$ cat src/rtl/button_enable_gen.sv
// button_enable_gen: raw push-button to clean single-cycle enable pulses with optional auto-repeat
// Ports:
//   clk       in   clock; all state updates on the rising edge
//   rst       in   asynchronous active-low reset
//   btn_raw   in   raw, bouncing, asynchronous button level (active-high)
//   en        out  registered one-cycle enable pulse per accepted press / repeat
//   btn_level out  registered debounced button level
module button_enable_gen #(
    parameter int DB_CYCLES     = 4,
    parameter int HOLD_CYCLES   = 16,
    parameter int REPEAT_CYCLES = 8,
    parameter int CNT_W         = 8
) (
    input  logic clk,
    input  logic rst,
    input  logic btn_raw,
    output logic en,
    output logic btn_level
);
    typedef enum logic [2:0] {IDLE, PRESS_DB, HELD, REPEAT, REL_DB} state_t;

    // HOLD_LAST is meaningless when HOLD_CYCLES is 0; every use is guarded
    localparam logic [CNT_W-1:0] DB_LAST   = CNT_W'(DB_CYCLES - 1);
    localparam logic [CNT_W-1:0] HOLD_LAST = CNT_W'(HOLD_CYCLES - 1);
    localparam logic [CNT_W-1:0] REP_LAST  = CNT_W'(REPEAT_CYCLES - 1);

    state_t           state;
    logic             s1;
    logic             btn_s;
    logic [CNT_W-1:0] cnt;

    always_ff @(posedge clk or negedge rst) begin
        if (!rst) begin
            s1        <= 1'b0;
            btn_s     <= 1'b0;
            state     <= IDLE;
            cnt       <= '0;
            en        <= 1'b0;
            btn_level <= 1'b0;
        end else begin
            s1    <= btn_raw;
            btn_s <= s1;
            en    <= 1'b0;
            case (state)
                IDLE: begin
                    cnt <= '0;
                    if (btn_s) state <= PRESS_DB;
                end
                PRESS_DB: begin
                    if (!btn_s) begin
                        state <= IDLE;
                        cnt   <= '0;
                    end else if (cnt == DB_LAST) begin
                        state     <= HELD;
                        cnt       <= '0;
                        btn_level <= 1'b1;
                        en        <= 1'b1;
                    end else begin
                        cnt <= cnt + 1'b1;
                    end
                end
                HELD: begin
                    // release takes priority over a simultaneous terminal count
                    if (!btn_s) begin
                        state <= REL_DB;
                        cnt   <= '0;
                    end else if (HOLD_CYCLES != 0 && cnt == HOLD_LAST) begin
                        state <= REPEAT;
                        cnt   <= '0;
                        en    <= 1'b1;
                    end else if (HOLD_CYCLES != 0) begin
                        // with auto-repeat disabled the timer stays parked at 0
                        cnt <= cnt + 1'b1;
                    end
                end
                REPEAT: begin
                    if (!btn_s) begin
                        state <= REL_DB;
                        cnt   <= '0;
                    end else if (cnt == REP_LAST) begin
                        cnt <= '0;
                        en  <= 1'b1;
                    end else begin
                        cnt <= cnt + 1'b1;
                    end
                end
                REL_DB: begin
                    // a bounce back to 1 returns to HELD with a fresh hold timer
                    if (btn_s) begin
                        state <= HELD;
                        cnt   <= '0;
                    end else if (cnt == DB_LAST) begin
                        state     <= IDLE;
                        cnt       <= '0;
                        btn_level <= 1'b0;
                    end else begin
                        cnt <= cnt + 1'b1;
                    end
                end
                default: begin
                    state <= IDLE;
                    cnt   <= '0;
                end
            endcase
        end
    end
endmodule

$ cat config.mk
export PLATFORM = sky130hd
export DESIGN_NAME = button_enable_gen
export DESIGN_NICKNAME = d
export VERILOG_FILES = /design/src/rtl/button_enable_gen.sv
export SDC_FILE = /design/constraint.sdc
export NUM_CORES = 1
export LEC_CHECK = 0
export CAP_MARGIN = 20
export CORE_MARGIN = 2
export CORE_UTILIZATION = 60
export CTS_BUF_LIST = sky130_fd_sc_hd__clkbuf_4 sky130_fd_sc_hd__clkbuf_8
export CTS_CLUSTER_SIZE = 24
export DETAILED_ROUTE_END_ITERATION = 10
export DONT_BUFFER_PORTS = 1
export MAX_ROUTING_LAYER = met4
export PLACE_DENSITY = 0.76
export SYNTH_ARGS = -nofsm -noshare
export SYNTH_HDL_FRONTEND = slang
export SYNTH_SLANG_ARGS = --single-unit
$ cat constraint.sdc
create_clock -name clk -period 4.19 [get_ports clk]
set_clock_uncertainty 0.05 [all_clocks]
set_input_delay 1.257 -clock clk [delete_from_list [all_inputs] [get_ports clk]]
set_output_delay 1.257 -clock clk [all_outputs]
set_load 0.005 [all_outputs]
==> flow_summary_export.csv, run 1 <==
group,metric,value,unit
outcome,status,"completed",
die,rows,13,
yosys,yosysWarnings,0,
sta,slew_viol_final,0,
route,wl_per_cell,14.1,um
cts,cts.reportedPaths.clkPinSlew,0.08,ns
worst_setup_path,worstPathMaxFanout,3,
yosys,yosysUniqueCellTypes,27,
layout,finalInstanceArea,826,sq um
route,via_per_inst,6.26,
yosys,async_flop_share,1.00,
global_route,grt_overflow,0,
sta,fin_setup_tns,0,ns
yosys,syn_area_per_cell,10.5,sq um
global_route,grt_usage,0.215,
route,vias,576,
pwr,p_per_area,300,nW/um^2
die,ios,5,
flow_run,cap_violations,0,
layout,nFillCells,97,
global_route,grt_pass1_vias,498,
worst_setup_path,timing.rr.start,"cnt[4]",
sta,hold_viol,0,
sta,slew_headroom,0.692,
sta,period_share,0.475,
cts,cts_tree,"built",
sta,setup_viol,0,
placement,gp_congestion,0.717,
cts,cts.repair.resized,0,
route,drt_pass1_iterations,4,
cts,clk_latency,0.28,ns
yosys,ys_ff_latch,15,
worst_setup_path,critPathArrivalTime,0.68,ns
die,die_x,40.2,um
yosys,syn-num-nets,79,
cts,cts_max_path_buffers,2,
layout,antenna_cells,0,
layout,nNetsFinal,82,
layout,area_growth,5.26,%
worst_setup_path,rrSetupSlack,2.27,ns
sta,fin_hold_ws,0.306,ns
sta,rsz0062_at_grt,"no",
cts,hold_buffers,0,
sta,fmax,502,MHz
placement,portBuffers,0,
pwr,leakagePower,0.340,nW
route,drc,0,
pwr,ir_worst_vdd,0.000185,V
route,postRouteAntennaNets,0,
yosys,synth_area,785,sq um
yosys,synth_ff_type,"dfrtp_1",
cts,h-tree-depth,1,
cts,cts_made_buffers,3,
worst_hold_path,hold_end,"btn_s",
layout,final_layout_size_suffix_gt1_frac,0.117,
worst_hold_path,min_from,"s1",
yosys,yosys-top-cells-area,"dfrtp_1 (48%), xnor2_1 (5.6%), nor4_4 (5.4%)",
die,die_h,40.2,um
worst_hold_path,hold_path_class,"flip-flop to flip-flop",
sta,worst_pin_slew,0.459,ns
global_route,grt_pass1_wl,2.15,mm
worst_setup_path,endpoint_kind,"output port",
die,core,1250,sq um
cts,clock-sinks,15,
worst_setup_path,critPathLaunchType,"flip-flop",
placement,placed_area,796,sq um
cts,post_cts_buffers,0,
die,die_area,1610,sq um
worst_setup_path,crit_required,2.88,ns
yosys,yosysTopAreaCell,"dfrtp_1",
route,wl,1.29,mm
global_route,grt_antenna_before_repair,0,
sta,period_needed,1.99,ns
worst_setup_path,worstReg2RegEnd,"cnt[3]",
route,drt_iter0_drc,16,
placement,place.detailed.hpwl,921,um
worst_hold_path,min_path_cells,0,
yosys,synth-edff-count,0,
worst_setup_path,r2r_cells,4,
cts,root_buffer,"clkbuf_4",
yosys,synth_top_area_frac,0.478,
worst_setup_path,path_class,"flip-flop to output port",
global_route,grt_max_degree,16,
die,initial_core_util,0.626,
yosys,synth_seq_area_share,0.478,
yosys,syn_inst,75,
Yosys cell counts, types with 2 or more instances:
cell	n
a21oi_1	2
a311oi_1	3
and3_1	2
clkbuf_1	2
dfrtp_1	15
inv_1	3
nand2_1	5
nand2b_1	2
nand3_1	3
nor2_1	11
nor2b_1	2
nor3_1	3
nor4_4	2
o21a_1	2
xnor2_1	5
xor2_1	2
layer usage:
metal,part of all wire,global-route usage,up-vias
li1,-,-,273
met1,0.48,0.299,281
met2,0.44,0.290,18
met3,0.050,0.0500,4
met4,0.025,0.103,0
met5,0,-,-
flip-flops by register name, indices dropped and copies added, names as in the netlist:
signal / flops
en: 1
cnt: 8
btn_level: 1
s1: 1
btn_s: 1
state: 3
through the flow:
step | std cells | util | total power, mW | setup slack (ns)
floorplan | 75 | - | 0.161 | 2.42
global placement | 88 | 0.635 | 0.164 | 2.33
detailed placement | 88 | 0.635 | 0.164 | 2.28
CTS | 92 | 0.659 | 0.250 | 2.19
global route | 92 | 0.659 | 0.260 | 2.13
finish | 92 | 0.659 | 0.248 | 2.20
worst reg2reg max path, cell delays in order (launching register included):
cell      delay (ns)
dfrtp_1         0.44
nor4_4          0.50
a311oi_1        0.23
nor4_4          0.46
nor2_1          0.10
final cells by class:
cell class              instances  area (sq um)  share of cell area
clock buffers                   4          30.0              0.0364
inverters                       3          11.3              0.0136
multi-input cells              55           390               0.473
flip-flops and latches         15           375               0.455
well taps                      15          18.8              0.0227
where the power goes:
part / total, mW / internal (mW) / switching (mW)
combinational: 0.00976 / 0.00379 / 0.00598
clock: 0.0868 / 0.0434 / 0.0435
sequential: 0.151 / 0.148 / 0.00350
cells by family (layout without fill, tap and decap cells):
| family | after synthesis | count (layout) | synth area share |
|---|---|---|---|
| DFF | 15 | 15 | 0.478 |
| xor gates and xnor gates | 7 | 7 | 0.0782 |
| and+or+nand+nor | 33 | 33 | 0.252 |
| adders and majority gates | 1 | 1 | 0.0159 |
| buffers and inverters | 5 | 7 | 0.0239 |
| AOI/OAI and AO/OA | 14 | 14 | 0.152 |
how the worst max path moves through the flow:
stage          startpoint        end  cells past startpoint
3_5_place_dp       cnt[4]     cnt[3]                      4
3_3_place_gp       cnt[4]     cnt[7]                      4
4_1_cts         btn_level  btn_level                      0
6_report        btn_level  btn_level                      0
5_1_grt            cnt[4]     cnt[4]                      4
2_1_floorplan      cnt[0]     cnt[1]                      6
cell usage in the layout (no fill, tap or decap), types with 2 or more instances in the layout:
cell type  synthesis  final
clkbuf_4           0      4
nand2b_1           2      2
xnor2_1            5      5
nor3_1             3      3
nand2_1            5      5
and3_1             2      2
nor2_1            11     11
nor2b_1            2      2
dfrtp_1           15     15
nor4_4             2      2
xor2_1             2      2
inv_1              3      3
o21a_1             2      2
nand3_1            3      3
a21oi_1            2      2
a311oi_1           3      3
Note: power is estimated with default switching activity, not from simulation.
==> run 2, diff against run 1 <==
- CORE_UTILIZATION: 60 -> 57
- PLACE_DENSITY: 0.76 -> 0.75
- clock period: 4.19 -> 1.7 ns (I/O delays scaled with it)
==> run 2 against run 1 <==
  * The flow now finishes with violations (setup timing)
  * Register-to-register slack worse by 2.3 ns
  * Worst setup slack got worse by 2.2 ns
  * First-iteration DRC count grew 44%
  * Clock-buffer cell count is the same
  * Largest cell class unchanged
  * Highest routed layer unchanged
==> flow_summary_export.csv, run 2 (synthesis gave the netlist of run 1 again) <==
group,metric,value,unit
pwr,p_int,492,uW
layout,reg_top3,"cnt x8, state x3",
route,vias,633,
layout,regMostFlops,"cnt",
route,drt_pass1_iterations,4,
route,postRouteAntennaNets,0,
worst_setup_path,worstPathMaxFanout,4,
flow_run,cap_violations,0,
sta,fmax,578,MHz
worst_setup_path,critPathArrivalTime,1.90,ns
pwr,switching_share,0.234,
layout,largest_reg_flops,8,
die,rows,13,
worst_setup_path,critPathLaunchType,"flip-flop",
worst_hold_path,hold_path_class,"input port to flip-flop",
worst_setup_path,crit_required,1.87,ns
cts,cts_tree,"built",
layout,layout_common_cells,"dfrtp_1 (15), buf_4 (11), nor2_1 (8)",
layout,regArea,375,sq um
global_route,grt_antenna_before_repair,0,
pwr,p_per_area,663,nW/um^2
layout,nFillCells,92,
outcome,status,"complete, but fails checks",
sta,fin_setup_tns,-0.0903,ns
cts,cts_max_path_buffers,2,
placement,place_ws,-0.114,ns
pwr,comb_power_share,0.081,
layout,nNetsFinal,95,
global_route,grt_max_degree,16,
placement,dpl.cell_count,97,
layout,multi_input_area,429,sq um
sta,setup_viol,4,
cts,h-tree-depth,1,
pwr,power,642,uW
die,core,1300,sq um
outcome,violations,"setup timing",
pwr,power.net_switching,150,uW
placement,gp_congestion,0.805,
pwr,power_frac_clock,0.343,
layout,antenna_cells,0,
layout,area_growth,23.4,%
global_route,grt_overflow,0,
route,wl_per_cell,16.1,um
die,initial_core_util,0.603,
die,die_area,1690,sq um
cts,clock-sinks,15,
sta,fin_hold_ws,0.193,ns
layout,layout_commonest_cell,"dfrtp_1",
pwr,seq_power_share,0.576,
die,die_h,41.1,um
worst_setup_path,path_class,"flip-flop to flip-flop",
die,die_x,41.1,um
sta,slew_viol_final,0,
layout,final_layout_size_suffix_gt1_frac,0.289,
cts,cts.reportedPaths.clkPinSlew,0.09,ns
placement,portBuffers,0,
global_route,grt_pass1_wl,2.29,mm
die,ios,5,
pwr,ir_worst_vdd,0.000584,V
route,wl,1.69,mm
route,via_per_inst,6.03,
sta,postLayoutSetupSlackWorst,-0.0294,ns
sta,worst_pin_slew,0.670,ns
worst_setup_path,endpoint_kind,"flip-flop",
placement,place.detailed.hpwl,1.08,mm
pwr,leakagePower,0.408,nW
route,drt_iter0_drc,23,
cts,cts_made_buffers,3,
sta,slew_headroom,0.552,
cts,root_buffer,"clkbuf_4",
global_route,grt_usage,0.227,
cts,clk_latency,0.29,ns
sta,period_needed,1.73,ns
sta,rsz0062_at_grt,"yes",
route,drc,0,
sta,hold_viol,0,
layout,stdcell_count,105,
sta,period_share,1.02,
global_route,grt_pass1_vias,511,
-- run 2: through the flow --
step,utilization,instance area (sq um)
after floorplan,-,798
after global placement,0.674,877
after CTS,0.729,948
after global routing,0.744,968
after detailed placement,0.674,877
final,0.744,968
-- run 2: routing by layer --
layer | GRT usage | wire length, um
met2 | 0.332 | 807
met3 | 0.0489 | 103
met1 | 0.303 | 755
met4 | 0.0968 | 23
met5 | - | 0
-- run 2: layout make-up --
| class | count | area share |
|---|---|---|
| Sequential cell | 15 | 0.388 |
| Inverter | 3 | 0.0116 |
| Tap cell | 15 | 0.0194 |
| Timing Repair Buffer | 13 | 0.107 |
| Multi-Input combinational cell | 55 | 0.443 |
| Clock buffer | 4 | 0.0310 |
-- run 2: final timing paths --
kind / startpoint / end / slack [ns] / depth (start not counted)
max: cnt[0] / cnt[6] / -0.03 / 6
min: btn_raw / s1 / 0.19 / 0
max reg2reg: cnt[0] / cnt[6] / -0.03 / 6
min reg2reg: s1 / btn_s / 0.31 / 0
max in group asynchronous: rst / cnt[4] / 0.53 / 1
min in group asynchronous: rst / cnt[6] / 0.64 / 1
-- run 2: power groups by stage --
stage	Clock, mW	Combinational (mW)	Sequential, mW
floorplan	0	0.0211	0.378
global placement	0	0.0325	0.377
detailed placement	0	0.0329	0.377
CTS	0.224	0.0493	0.370
global route	0.239	0.0566	0.371
finish	0.220	0.0520	0.370
-- run 2: timing repair --
action | CTS | global route
setup buffers | 3 | 0
pin swaps | 2 | 5
setup endpoints to repair | 7 | 7
hold buffers | 1 | 0
gates resized for setup | 2 | 4
endpoints found under the hold margin | 15 | 0
-- run 2: worst max-delay path, cell delays in order, from the launching register on --
cell and delay, ns:
dfrtp_1 0.40, ha_1 0.21, and3_2 0.27, a2111oi_4 0.36, nor4_4 0.09, buf_4 0.17, nor2_2 0.12
==> run 3, diff against run 2 <==
- CORE_UTILIZATION: 57 -> 60
- PLACE_DENSITY: 0.75 -> 0.76
- clock period: 1.7 -> 1.6 ns (I/O delays scaled with it)
==> run 3 against run 2 <==
  * The run still ends with setup timing left
  * Worst hold slack got worse by 0.028 ns
  * Fmax up 4.9%
  * Clock-buffer cell count unchanged
  * First-iteration DRC count up 48%
  * Sequential cell count unchanged
  * Register-to-register slack lost 0.02 ns
  * Sequential share of layout area fell by 4.7 points
  * Critical path depth did not move
  * Sequential power is 5.7% higher
  * Non-clock buffer count grew 10
  * Critical path type unchanged
  * Largest cell class unchanged
==> flow_summary_export.csv, run 3 (synthesis gave the netlist of run 1 again) <==
group,metric,value,unit
layout,largest_reg_flops,8,
sta,hold_viol,0,
die,die_h,40.2,um
cts,cts.reportedPaths.clkPinSlew,0.09,ns
global_route,grt_antenna_before_repair,0,
cts,root_buffer,"clkbuf_4",
die,initial_core_util,0.626,
worst_setup_path,slowest_delay,0.41,ns
layout,layout_common_cells,"buf_4 (19), dfrtp_1 (15), nor2_1 (6)",
layout,final_layout_size_suffix_gt1_frac,0.410,
die,die_x,40.2,um
sta,period_needed,1.65,ns
route,postRouteAntennaNets,0,
cts,cts_made_buffers,3,
route,wl_per_cell,18.1,um
worst_setup_path,path_class,"flip-flop to flip-flop",
die,ios,5,
route,drt_iter0_drc,34,
sta,period_share,1.03,
layout,layout_commonest_cell,"buf_4",
outcome,violations,"setup timing",
pwr,ir_worst_vdd,0.000648,V
sta,setup_viol,8,
sta,postLayoutSetupSlackWorst,-0.0481,ns
global_route,grt_usage,0.317,
cts,clk_latency,0.28,ns
global_route,grt_overflow,0,
global_route,grt_max_degree,16,
route,drt_pass1_iterations,4,
pwr,leakagePower,0.464,nW
worst_setup_path,endpoint_kind,"flip-flop",
route,drc,0,
pwr,p_per_area,630,nW/um^2
worst_setup_path,worstPathMaxFanout,7,
die,rows,13,
layout,nNetsFinal,105,
layout,finalInstanceArea,1100,sq um
worst_setup_path,critPathArrivalTime,1.78,ns
sta,fmax,607,MHz
cts,h-tree-depth,1,
global_route,grt_pass1_vias,654,
die,die_area,1610,sq um
worst_setup_path,crit_required,1.73,ns
layout,antenna_cells,0,
worst_hold_path,hold_path_class,"input port to flip-flop",
flow_run,cap_violations,0,
outcome,status,"complete, but fails checks",
placement,placed_area,952,sq um
sta,worst_pin_slew,0.671,ns
placement,place.detailed.hpwl,1.29,mm
worst_setup_path,critPathLaunchType,"flip-flop",
route,via_per_inst,5.96,
layout,reg_top3,"cnt x8, state x3",
sta,rsz0062_at_grt,"yes",
worst_setup_path,worst_path_max_delay_cell,"dfrtp_1",
placement,portBuffers,0,
layout,area_growth,40.5,%
cts,clock-sinks,15,
pwr,power,695,uW
cts,cts_tree,"built",
worst_setup_path,crit_chain,"nor4_4 -> buf_6 -> a41oi_4 -> nor4_4 -> buf_6 -> nor2_1",
global_route,grt_pass1_wl,3.08,mm
sta,slew_headroom,0.552,
sta,slew_viol_final,0,
cts,cts_max_path_buffers,2,
route,wl,2.09,mm
route,vias,685,
placement,gp_congestion,0.872,
layout,regMostFlops,"cnt",
die,core,1250,sq um
run 3: power breakdown:
group | total, mW | leakage, nW | internal (mW) | switching [mW]
combinational | 0.0671 | 0.244 | 0.0272 | 0.0398
clock | 0.236 | 0.0184 | 0.114 | 0.122
sequential | 0.391 | 0.202 | 0.386 | 0.00495
run 3: worst paths after layout:
check / start / to / slack, ns / cells past startpoint
min in group asynchronous: rst / cnt[4] / 0.61 / 1
worst min register to register: s1 / btn_s / 0.34 / 0
worst max-delay path: cnt[7] / cnt[7] / -0.05 / 6
max in group asynchronous: rst / cnt[2] / 0.46 / 1
worst max register to register: cnt[7] / cnt[7] / -0.05 / 6
worst min-delay path: btn_raw / s1 / 0.17 / 0
run 3: final cells by class:
type	count	area, sq um
multi-input cells	55	472
flip-flops and latches	15	375
repair buffers	23	195
fillers	54	150
clock buffers	4	30.0
well taps	15	18.8
inverters	3	11.3
run 3: what timing repair did:
| action | CTS | global route |
|---|---|---|
| gates cloned | 0 | 0 |
| hold buffers | 1 | 0 |
| endpoints found under the setup margin | 7 | 10 |
| pin swaps | 4 | 5 |
| buffers inserted | 2 | 2 |
| endpoints found under the hold margin | 15 | 0 |
| resized for setup | 6 | 10 |
run 3: critical path: cells and delay by family (launching register included):
family          cells  cell delay (ns)
flops               1             0.41
compound gates      1             0.11
simple gates        3             0.62
buf+inv             2             0.35
run 3: routing by layer:
metal / GRT usage / part of all wire
met3: 0.0500 / 0.036
met4: 0.155 / 0.025
met2: 0.508 / 0.50
met5: - / 0
met1: 0.385 / 0.44
run 3: per-stage QoR:
stage	TNS [ns]	hold slack [ns]	std cells	worst slack, ns	utilization
after floorplan	-1.10	0.134	75	-0.152	-
after global placement	-0.503	0.135	107	-0.0852	0.760
after detailed placement	-0.727	0.135	107	-0.112	0.760
after CTS	-0.478	0.172	113	-0.0670	0.836
after global routing	-0.661	0.150	115	-0.0919	0.880
final	-0.327	0.165	115	-0.0481	0.880
